## src/rtl/flexdbg_pkg.sv

```systemverilog
// Shared types and constants for the debug-host stream blocks.
// Holds the packer FSM encoding and the async IRQ packet header.
package flexdbg_pkg;

  typedef enum logic [1:0] {
    IDLE,
    SEND_HDR,
    SEND_DATA
  } state_t;

  localparam logic [7:0] IRQ_HDR = 8'hF1;

endpackage

```

## src/rtl/irq_event_packer.sv

```systemverilog
// Packs changed IRQ pending vectors into HDR + byte packets for the host TX.
// Changes seen mid-packet coalesce into a single follow-up packet.
module irq_event_packer
  import flexdbg_pkg::*;
#(
  parameter int unsigned NIRQ = 32,
  parameter logic [7:0]  HDR  = IRQ_HDR
) (
  input  logic            CLK,
  input  logic            RESETn,
  input  logic            ENABLE,
  input  logic            IRQ_VALID,
  input  logic [NIRQ-1:0] IRQ_VEC,
  output logic            WREN,
  output logic [7:0]      WRDATA,
  input  logic            WRFULL,
  output logic            BUSY,
  output logic [7:0]      DROPPED
);

  localparam int unsigned NBYTES = NIRQ / 8;
  localparam logic [2:0]  LAST   = 3'(NBYTES - 1);

  state_t            state;
  state_t            state_nxt;
  logic [2:0]        cnt;
  logic [NIRQ-1:0]   last_sent;
  logic [NIRQ-1:0]   pend_vec;
  logic [NIRQ-1:0]   shadow;
  logic [NIRQ-1:0]   ref_vec;
  logic              pend;
  logic              launch;
  logic              take;
  logic              drop_hit;

  // Launch of a new packet snapshots pend_vec; compare against that.
  assign take     = IRQ_VALID && ENABLE;
  assign ref_vec  = launch ? pend_vec : last_sent;
  assign drop_hit = take && pend && !launch
                 && (IRQ_VEC != pend_vec)
                 && (DROPPED != 8'hFF);
  assign BUSY     = (state != IDLE) || pend;

  // Next state, write strobe and outgoing byte.
  always_comb begin
    state_nxt = state;
    launch    = 1'b0;
    WREN      = 1'b0;
    WRDATA    = 8'h00;
    unique case (state)
      IDLE: begin
        if (pend && ENABLE) begin
          launch    = 1'b1;
          state_nxt = SEND_HDR;
        end
      end
      SEND_HDR: begin
        WREN   = !WRFULL;
        WRDATA = HDR;
        if (!WRFULL) state_nxt = SEND_DATA;
      end
      SEND_DATA: begin
        WREN   = !WRFULL;
        WRDATA = shadow[{cnt, 3'b000} +: 8];
        if (!WRFULL && cnt == LAST) state_nxt = IDLE;
      end
      default: state_nxt = IDLE;
    endcase
  end

  // State register.
  always_ff @(posedge CLK or negedge RESETn) begin
    if (!RESETn) state <= IDLE;
    else         state <= state_nxt;
  end

  // Byte index: zeroed by the header write, stepped per data write.
  always_ff @(posedge CLK or negedge RESETn) begin
    if (!RESETn) begin
      cnt <= 3'd0;
    end else if (WREN) begin
      if (state == SEND_HDR || cnt == LAST) cnt <= 3'd0;
      else                                  cnt <= cnt + 3'd1;
    end
  end

  // Packet snapshot and last reported vector.
  always_ff @(posedge CLK or negedge RESETn) begin
    if (!RESETn) begin
      shadow    <= '0;
      last_sent <= '0;
    end else if (launch) begin
      shadow    <= pend_vec;
      last_sent <= pend_vec;
    end else if (state == IDLE && !ENABLE) begin
      last_sent <= '0;
    end
  end

  // Pending vector and flag; a new scan overrides a launch clear.
  always_ff @(posedge CLK or negedge RESETn) begin
    if (!RESETn) begin
      pend_vec <= '0;
      pend     <= 1'b0;
    end else if (!ENABLE) begin
      pend <= 1'b0;
    end else if (take) begin
      pend_vec <= IRQ_VEC;
      pend     <= (IRQ_VEC != ref_vec);
    end else if (launch) begin
      pend <= 1'b0;
    end
  end

  // Saturating count of superseded, never-sent vectors.
  always_ff @(posedge CLK or negedge RESETn) begin
    if (!RESETn)       DROPPED <= 8'h00;
    else if (drop_hit) DROPPED <= DROPPED + 8'h01;
  end

endmodule

```

## config.mk

```make
export PLATFORM = sky130hd
export DESIGN_NAME = irq_event_packer
export DESIGN_NICKNAME = d
export VERILOG_FILES = /design/src/rtl/flexdbg_pkg.sv /design/src/rtl/irq_event_packer.sv
export SDC_FILE = /design/constraint.sdc
export NUM_CORES = 1
export LEC_CHECK = 0
export CAP_MARGIN = 20
export CELL_PAD_IN_SITES_DETAIL_PLACEMENT = 0
export CELL_PAD_IN_SITES_GLOBAL_PLACEMENT = 1
export CORE_MARGIN = 5
export CORE_UTILIZATION = 49
export DETAILED_ROUTE_END_ITERATION = 8
export GPL_TIMING_DRIVEN = 0
export PLACE_DENSITY_LB_ADDON = 0.15
export SLEW_MARGIN = 5
export SYNTH_ARGS = -nofsm -noshare
export SYNTH_HDL_FRONTEND = slang
export SYNTH_SLANG_ARGS = --single-unit
```

## constraint.sdc

```tcl
create_clock -name CLK -period 2.98 [get_ports CLK]
set_clock_uncertainty 0.1 [all_clocks]
set_input_delay 0.447 -clock CLK [delete_from_list [all_inputs] [get_ports CLK]]
set_output_delay 0.447 -clock CLK [all_outputs]
set_load 0.02 [all_outputs]
```

==> results of run 1 <==
## power by group through the flow
stage	clock [uW]	sequential (uW)	combinational (uW)
after detailed placement	0	2270	1800
after global routing	999	2300	1990
after global placement	0	2260	1750
after CTS	925	2240	1810
after floorplan	0	2190	1230
final	909	2240	1780
## tightest hold or removal path, cell delays in order, from the launching register on
cell and delay (ns):
dfrtp_1 0.35, nand2_1 0.05, nand2_1 0.05
## worst max path at each step
stage                              to  cells past startpoint  startpoint  slack [ns]
after floorplan                  pend                      9    state[0]        0.93
after global placement    pend_vec[5]                      1      RESETn       -2.90
after detailed placement         pend                      8      ENABLE        0.06
after CTS                   WRDATA[1]                      4      cnt[0]        0.12
after global routing        WRDATA[0]                      5      cnt[1]       0.001
final                       WRDATA[0]                      5      cnt[0]        0.16
## stage by stage
stage               worst slack (ns)  instances  TNS, ns  instance area [sq um]
floorplan                      0.929        504        0                   5370
global placement               -2.90        698  -317.83                   6080
detailed placement            0.0602        699        0                   6110
CTS                            0.115        714        0                   6310
global route                0.000958        714        0                   6310
finish                         0.159        714        0                   6310
## flip-flops by register name (all words and copies together), names as in the netlist
register and cells:
shadow 32, state 2, last_sent 32, pend_vec 32, pend 1, DROPPED 8
cnt 3
## cell families after synthesis
logic type	after synthesis	share of synthesized area [%]
AND/OR/NAND/NOR	185	15.1
flip-flops	110	51.3
XOR/XNOR	64	10.4
multiplexers	62	14.1
AO/OA/AOI/OAI	41	4.92
buffers and inverters	36	2.73
adder cells (fa/ha/maj)	6	1.40
## cells in the mapped netlist (2+ instances only)
cell / count / area, sq um
o22ai_1: 2 / 12.5
nand2_1: 112 / 420
clkbuf_1: 15 / 56.3
xor2_1: 25 / 219
dfrtp_1: 110 / 2750
and3_1: 3 / 18.8
nand4_1: 18 / 113
ha_1: 6 / 75.1
o21ai_0: 14 / 70.1
mux2_2: 30 / 338
a21oi_1: 8 / 40.0
inv_1: 16 / 60.1
nor2_1: 30 / 113
o2111ai_1: 4 / 35.0
nor2b_1: 4 / 25.0
nor4_1: 4 / 25.0
buf_2: 3 / 15.0
a21boi_0: 4 / 30.0
xnor2_1: 39 / 342
mux2i_1: 24 / 240
nand3_1: 2 / 10.0
o221ai_1: 2 / 17.5
nand2b_1: 10 / 62.6
mux4_2: 8 / 180
## cell type report
type	count	area, sq um
Inverter	16	60.1
Clock buffer	13	159
Tap cell	140	175
Timing Repair Buffer	56	579
Sequential cell	110	2750
Buffer	20	86.3
Fill cell	979	4480
Clock inverter	1	30.0
Multi-Input combinational cell	358	2470
## routing by layer
layer  GRT usage (%)  up-vias  part of all wire (%)
met5               0        -                     0
met4            7.44        0                   1.6
met3            2.70       14                   4.9
met2            32.1       79                    47
met1            31.3     1887                    47
li1                -     1840                     -
==> results.yml, run 1 <==
status:
  status: "completed"
flow_run:
  maxCapViolCount: 0
clock_tree:
  clk_latency_ns: 0.37
  cts_buffer_depth: 2
  cts_hold_buf: 1
  clk_pin_slew_ns: 0.10
  root_buffer: "clkbuf_8"
  cts_resized: 0
  cts_sinks: 110
  numCtsBuffers: 9
  post_cts_buffers: 0
  cts_tree: "built"
  htreeDepth: 3
synthesis:
  synth_flop_cell: "dfrtp_1"
  synth_area_sq_um: 5370
  yosys_warnings: 0
  synth_edf_count: 0
  syn_area_per_cell_sq_um: 10.7
  synth_nets: 547
  synth.distinct_cells: 35
  ys_seq_area_share_pct: 51.3
  async_flop_share_pct: 100
  syn_inst: 504
  ys_ff_latch: 110
drt:
  wl_per_cell_um: 18.3
  drt_iter0_drc: 273
  viasPerCell: 5.35
  vias: 3820
  ant_nets: 0
  drc_errors: 0
  first_pass_iters: 5
  drt_wl_total_um: 13100
worst_hold_path:
  whs_path_depth: 2
  hold_path.class: "register to register"
  min_from: "shadow[0]"
  whs_endpoint: "shadow[0]"
cells_and_area:
  mostFrequentLayoutCell: "nand2_1"
  drive_gt1_share_pct: 9.93
  layout.nets: 614
  diodes: 0
  final_util_pct: 58.5
  final_cell_mix: "112 x nand2_1, 110 x dfrtp_1, 53 x clkdlybuf4s50_1, 39 x xnor2_1"
  area_growth_pct: 17.6
worst_setup_path:
  critPathArrivalTime_ns: 2.27
  rr_worst_depth: 9
  critical_path_required_ns: 2.43
  r2r-end: "pend"
  cp_max_fo: 10
  worstSetupPathType: "register to output port"
  cp_num_buf_inv: 3
  end_kind: "output port"
  cp_top_family: "buffers and inverters"
  startpoint_type: "register"
  r2r_start: "state[0]"
  r2r_slack_ns: 0.27
  slowest_stage: "clkdlybuf4s50_1"
  critical-path-max-stage-delay_ns: 0.55
  cp_cell_sequence: "buf_2, mux4_2, inv_1, o21ai_0, clkdlybuf4s50_1"
sta:
  max_freq_ghz: 0.354
  slew_viol_final: 0
  min_period_over_period_pct: 94.7
  holdWs_ns: 0.380
  slew_headroom_pct: 49.2
  setup_viol: 0
  tightest_slew_ns: 0.762
  finalWorstPathRequiredPeriod_ns: 2.82
  hold_violations: 0
  rsz0062_at_grt: "false"
grt:
  grt_pass1_wl_um: 21000
  grtUsageTotal_pct: 21.1
  grt_pass1_vias: 3863
  grt_max_degree: 75
  grt_remaining_overflow: 0
  antenna_found_initial: 0
floorplan:
  num_io_pins: 55
  die_area_sq_um: 13100
  die_w_um: 115
  dieHeight_um: 115
  core_sq_um: 10800
  start_util_pct: 49.7
  num_rows: 38
placed_design:
  place.port_buffers: 54
  dp_hpwl_um: 10000
  gp_congestion: 0.836
power:
  p_sw_share_pct: 35.0
  p_per_area_nw_per_um2: 782
  clkPwrFrac_pct: 18.4
  total_power_uw: 4930
  p_leak_uw: 0.00294
  comb_power_share_pct: 36.1
  p_switching_uw: 1730
  seqPwrFrac_pct: 45.4
  ir_drop_v: 0.000457
  internal_power_uw: 3210
(Power assumes the default switching activity.)
==> inputs of run 2 (changes only) <==
Settings changed: PLACE_DENSITY_LB_ADDON 0.15 to 0.1.
==> run 2 against run 1 <==
Against the previous run:
- combinational power about the same
- clock power up 3.5%
- sequential share of layout area decreased by 0.15 points
- register-to-register slack lost 0.05 ns
==> results.yml, run 2 (same netlist as run 1, synthesis figures left out) <==
status:
  status: "completed"
placed_design:
  place.port_buffers: 54
  dp_hpwl_um: 9930
  placed_area_sq_um: 6110
  dp_cells: 699
  gp_congestion: 0.865
drt:
  first_pass_iters: 4
  viasPerCell: 5.35
  vias: 3832
  wl_per_cell_um: 18.3
  drt_wl_total_um: 13100
  drt_iter0_drc: 263
  ant_nets: 0
  drc_errors: 0
clock_tree:
  numCtsBuffers: 9
  cts_buffer_depth: 2
  cts_tree: "built"
  cts_sinks: 110
  clk_pin_slew_ns: 0.12
  clk_latency_ns: 0.38
  root_buffer: "clkbuf_8"
  htreeDepth: 3
cells_and_area:
  fin_area_sq_um: 6330
  layout.cells.non_filler: 716
  top_regs: "last_sent (32), pend_vec (32), shadow (32)"
  area_growth_pct: 18.0
  final_util_pct: 58.7
  drive_gt1_share_pct: 10.8
  mostFrequentLayoutCell: "nand2_1"
  layout.nets: 614
  final_cell_mix: "112 x nand2_1, 110 x dfrtp_1, 52 x clkdlybuf4s50_1, 39 x xnor2_1"
  fillCellCount: 964
  diodes: 0
worst_setup_path:
  slowest_stage: "clkdlybuf4s50_1"
  r2r_start: "state[0]"
  worstSetupPathType: "register to output port"
  end_kind: "output port"
  startpoint_type: "register"
  cp_cell_sequence: "inv_1, ha_1, nand3_1, o21ai_0, clkdlybuf4s50_1"
  cp-startpoint: "state[1]"
  cp_max_fo: 8
  critical_path_required_ns: 2.43
  critPathArrivalTime_ns: 2.24
  critical-path-max-stage-delay_ns: 0.63
flow_run:
  maxCapViolCount: 0
sta:
  hold_violations: 0
  slew_viol_final: 0
  slew_headroom_pct: 52.0
  tightest_slew_ns: 0.720
  fin_setup_tns_ns: 0
  rsz0062_at_grt: "false"
  setup_viol: 0
  min_period_over_period_pct: 93.4
  max_freq_ghz: 0.359
  finalWorstPathRequiredPeriod_ns: 2.78
grt:
  grt_pass1_vias: 3894
  grt_pass1_wl_um: 21000
  grt_max_degree: 92
  antenna_found_initial: 0
  grtUsageTotal_pct: 20.9
  grt_remaining_overflow: 0
power:
  total_power_uw: 4970
  ir_drop_v: 0.000367
  p_leak_uw: 0.00296
  p_per_area_nw_per_um2: 784
floorplan:
  start_util_pct: 49.7
  die_area_sq_um: 13100
  die_w_um: 115
  num_rows: 38
  dieHeight_um: 115
  core_sq_um: 10800
  num_io_pins: 55
worst_hold_path:
  hold_path.class: "primary input to asynchronous set/reset pin"
-- run 2: path summary, 6_finish.rpt --
path                           endpoint  slack (ns)  cells after the start
setup reg to reg                   pend        0.22                      9
hold / removal                   cnt[0]        0.36                      2
min in group CLK             shadow[21]        0.38                      2
max in group asynchronous  last_sent[3]        1.72                      3
setup / recovery              WRDATA[4]        0.20                      5
hold reg to reg              shadow[21]        0.38                      2
-- run 2: timing repair --
action / CTS / global route
resized for setup: 0 / 4
hold endpoints to repair: 19 / 0
endpoints found under the setup margin: 0 / 3
hold buffers: 1 / 0
buffers inserted: 0 / 0
-- run 2: per-stage QoR --
| stage | setup WS (ns) | hold slack (ns) |
|---|---|---|
| 6_report | 0.196 | 0.360 |
| 5_1_grt | 0.0271 | 0.380 |
| 4_1_cts | 0.0824 | 0.356 |
| 3_5_place_dp | -0.0163 | 0.206 |
| 3_3_place_gp | -2.94 | 0.354 |
| 2_1_floorplan | 0.929 | 0.0514 |
-- run 2: power by group --
group	total (uW)	internal [uW]	switching, uW
clock network	941	401	540
logic	1790	836	950
registers	2240	1950	294
total	4970	3180	1780
-- run 2: worst max-delay path: cells and delay by family, from the launching register on --
kind,cells,cell delay (ns)
fa+ha+maj,1,0.32
flops,1,0.37
compound gates,1,0.24
simple gates,1,0.24
buf+inv,2,0.71
-- run 2: area by class of cell --
type                            instances  area (sq um)  area share [%]
Sequential cell                       110          2750            43.5
Multi-Input combinational cell        358          2470            39.0
Timing Repair Buffer                   56           582            9.19
Tap cell                              140           175            2.77
Clock buffer                            9           124            1.96
Buffer                                 20          90.1            1.42
Clock inverter                          7          80.1            1.26
Inverter                               16          60.1           0.948
-- run 2: per-layer routing --
layer  up-vias  track usage (%)  routed length, um
met5         -                0                  0
met4         0             4.28                112
met3        12             2.43                512
met2        87             33.9               6270
met1      1898             30.6               6240
li1       1835                -                  -
==> inputs of run 3 (changes only) <==
Settings changed: ABC_CLOCK_PERIOD_IN_PS set to 2600, CORE_UTILIZATION 49 to 45.
Clock period 2.98 ns to 2.6 ns, I/O delays scaled along.
==> run 3 against run 2 <==
Against the previous run:
- clock power is 59% higher
- final cell count is 0.14% higher
- power is 24% higher
- combinational power is 16% higher
- via count is 2.4% lower
- wire length is 2.5% higher
- final area is 2.5% higher
- worst hold slack better by 0.014 ns
- worst setup slack worse by 0.12 ns
- global-route usage is 1.3 points lower
- critical path type is now primary input to register
- largest power group unchanged
==> results.yml, run 3 (same netlist as run 1, synthesis figures left out) <==
status:
  status: "completed"
grt:
  grt_max_degree: 76
  grtUsageTotal_pct: 19.7
  grt_pass1_vias: 3836
  antenna_found_initial: 0
  grt_pass1_wl_um: 21400
  grt_remaining_overflow: 0
drt:
  drc_errors: 0
  ant_nets: 0
  first_pass_iters: 4
  drt_iter0_drc: 236
  drt_wl_total_um: 13500
  vias: 3739
  viasPerCell: 5.21
  wl_per_cell_um: 18.8
power:
  comb_power_share_pct: 33.7
  ir_drop_v: 0.000431
  internal_power_uw: 4060
  p_sw_share_pct: 33.9
  seqPwrFrac_pct: 41.9
  p_per_area_nw_per_um2: 946
  p_switching_uw: 2080
  clkPwrFrac_pct: 24.4
  p_leak_uw: 0.00308
sta:
  slew_headroom_pct: 49.8
  min_period_over_period_pct: 97.2
  slew_viol_final: 0
  holdWs_ns: 0.374
  max_freq_ghz: 0.396
  finalWorstPathRequiredPeriod_ns: 2.53
  tightest_slew_ns: 0.752
  timing.final.ws_setup_ns: 0.0732
  setup_viol: 0
  hold_violations: 0
  rsz0062_at_grt: "false"
clock_tree:
  clk_latency_ns: 0.36
  root_buffer: "clkbuf_16"
  post_cts_buffers: 0
  cts_sinks: 110
  clk_pin_slew_ns: 0.07
  htreeDepth: 3
  cts_buffer_depth: 2
  numCtsBuffers: 9
  cts_tree: "built"
placed_design:
  dp_cells: 702
  dp_hpwl_um: 9980
  gp_congestion: 0.799
  place.port_buffers: 54
  dp_slack_ns: -0.398
worst_setup_path:
  critical_path_required_ns: 2.74
  r2r_start: "pend_vec[27]"
  critical-path-max-stage-delay_ns: 0.55
  slowest_stage: "nor4_1"
  critical_path.endpoint: "DROPPED[1]"
  end_kind: "register"
  cp_max_fo: 8
  rr_worst_depth: 5
  path_depth: 6
  worstSetupPathType: "primary input to register"
  cp_top_family: "simple AND/OR/NAND/NOR gates"
  r2r_slack_ns: 0.14
  startpoint_type: "primary input"
  critPathArrivalTime_ns: 2.67
  cp_num_buf_inv: 1
  r2r-end: "DROPPED[1]"
  cp_cell_sequence: "clkdlybuf4s50_1, xnor2_1, nand4_1, nor4_1, a21oi_1, mux2_2"
  cp-startpoint: "IRQ_VEC[27]"
floorplan:
  num_rows: 39
  dieHeight_um: 119
  start_util_pct: 46.4
  die_w_um: 119
  core_sq_um: 11600
  die_area_sq_um: 14200
  num_io_pins: 55
cells_and_area:
  final_cell_mix: "112 x nand2_1, 110 x dfrtp_1, 45 x clkdlybuf4s50_1, 39 x xnor2_1"
  mostFrequentLayoutCell: "nand2_1"
  top_regs: "last_sent (32), pend_vec (32), shadow (32)"
  drive_gt1_share_pct: 11.7
  layout.cells.non_filler: 717
  layout.nets: 613
  area_growth_pct: 21.0
  diodes: 0
  final_util_pct: 56.2
flow_run:
  maxCapViolCount: 0
worst_hold_path:
  hold_path.class: "register to register"
==> run 3: changes by cell type in the layout (fill, tap and decap cells not counted), moves of 2 or more <==
cell	previous run	this run
clkdlybuf4s50_1	52	45
nor4_1	4	2
clkbuf_8	9	1
clkbuf_2	1	3
dlygate4sd2_1	0	6
inv_6	2	0
clkbuf_16	0	9
clkbuf_1	14	11
==> run 3: through the flow <==
step / total power (uW) / area, sq um / TNS (ns)
after floorplan: 3920 / 5370 / 0
after global placement: 4610 / 6090 / -370.61
after detailed placement: 4660 / 6120 / -8.53
after CTS: 6170 / 6470 / 0
after global routing: 6560 / 6490 / 0
final: 6140 / 6490 / 0
==> run 3: power groups by stage <==
stage | logic, uW | registers, uW | clock network (uW)
global placement | 2030 | 2580 | 0
floorplan | 1410 | 2510 | 0
detailed placement | 2060 | 2610 | 0
global route | 2300 | 2640 | 1610
CTS | 2060 | 2570 | 1530
finish | 2070 | 2570 | 1500
==> run 3: how the worst min path moves through the flow <==
stage / from / end / slack (ns) / cells after the start
floorplan: RESETn / DROPPED[0] / -0.006 / 0
global placement: shadow[31] / shadow[31] / 0.35 / 2
detailed placement: RESETn / shadow[3] / 0.22 / 1
CTS: shadow[31] / shadow[31] / 0.38 / 2
global route: shadow[1] / shadow[1] / 0.40 / 2
finish: shadow[31] / shadow[31] / 0.37 / 2
==> run 3: metal layers <==
layer / up-vias / GRT usage, % / routed length [um]
li1: 1825 / - / -
met1: 1840 / 28.4 / 6550
met2: 65 / 30.3 / 6230
met3: 9 / 4.03 / 533
met4: 0 / 5.21 / 146
met5: - / 0 / 0
==> run 3: tightest hold or removal path: cells and delay by family (launching register included) <==
kind	cells	cell delay (ns)
flops	1	0.34
simple gates	2	0.10
==> run 3: timing repair <==
| action | in CTS | in global routing |
|---|---|---|
| resized for setup | 15 | 6 |
| endpoints found under the setup margin | 15 | 17 |
| pin swaps | 1 | 0 |
| hold endpoints to repair | 35 | 0 |
| hold buffers | 1 | 0 |
==> run 3: layout make-up <==
class	instances	area, sq um
Buffer	19	95.1
Clock buffer	10	239
Clock inverter	5	83.8
Fill cell	1063	5070
Inverter	16	60.1
Multi-Input combinational cell	358	2510
Sequential cell	110	2750
Tap cell	143	179
Timing Repair Buffer	56	577
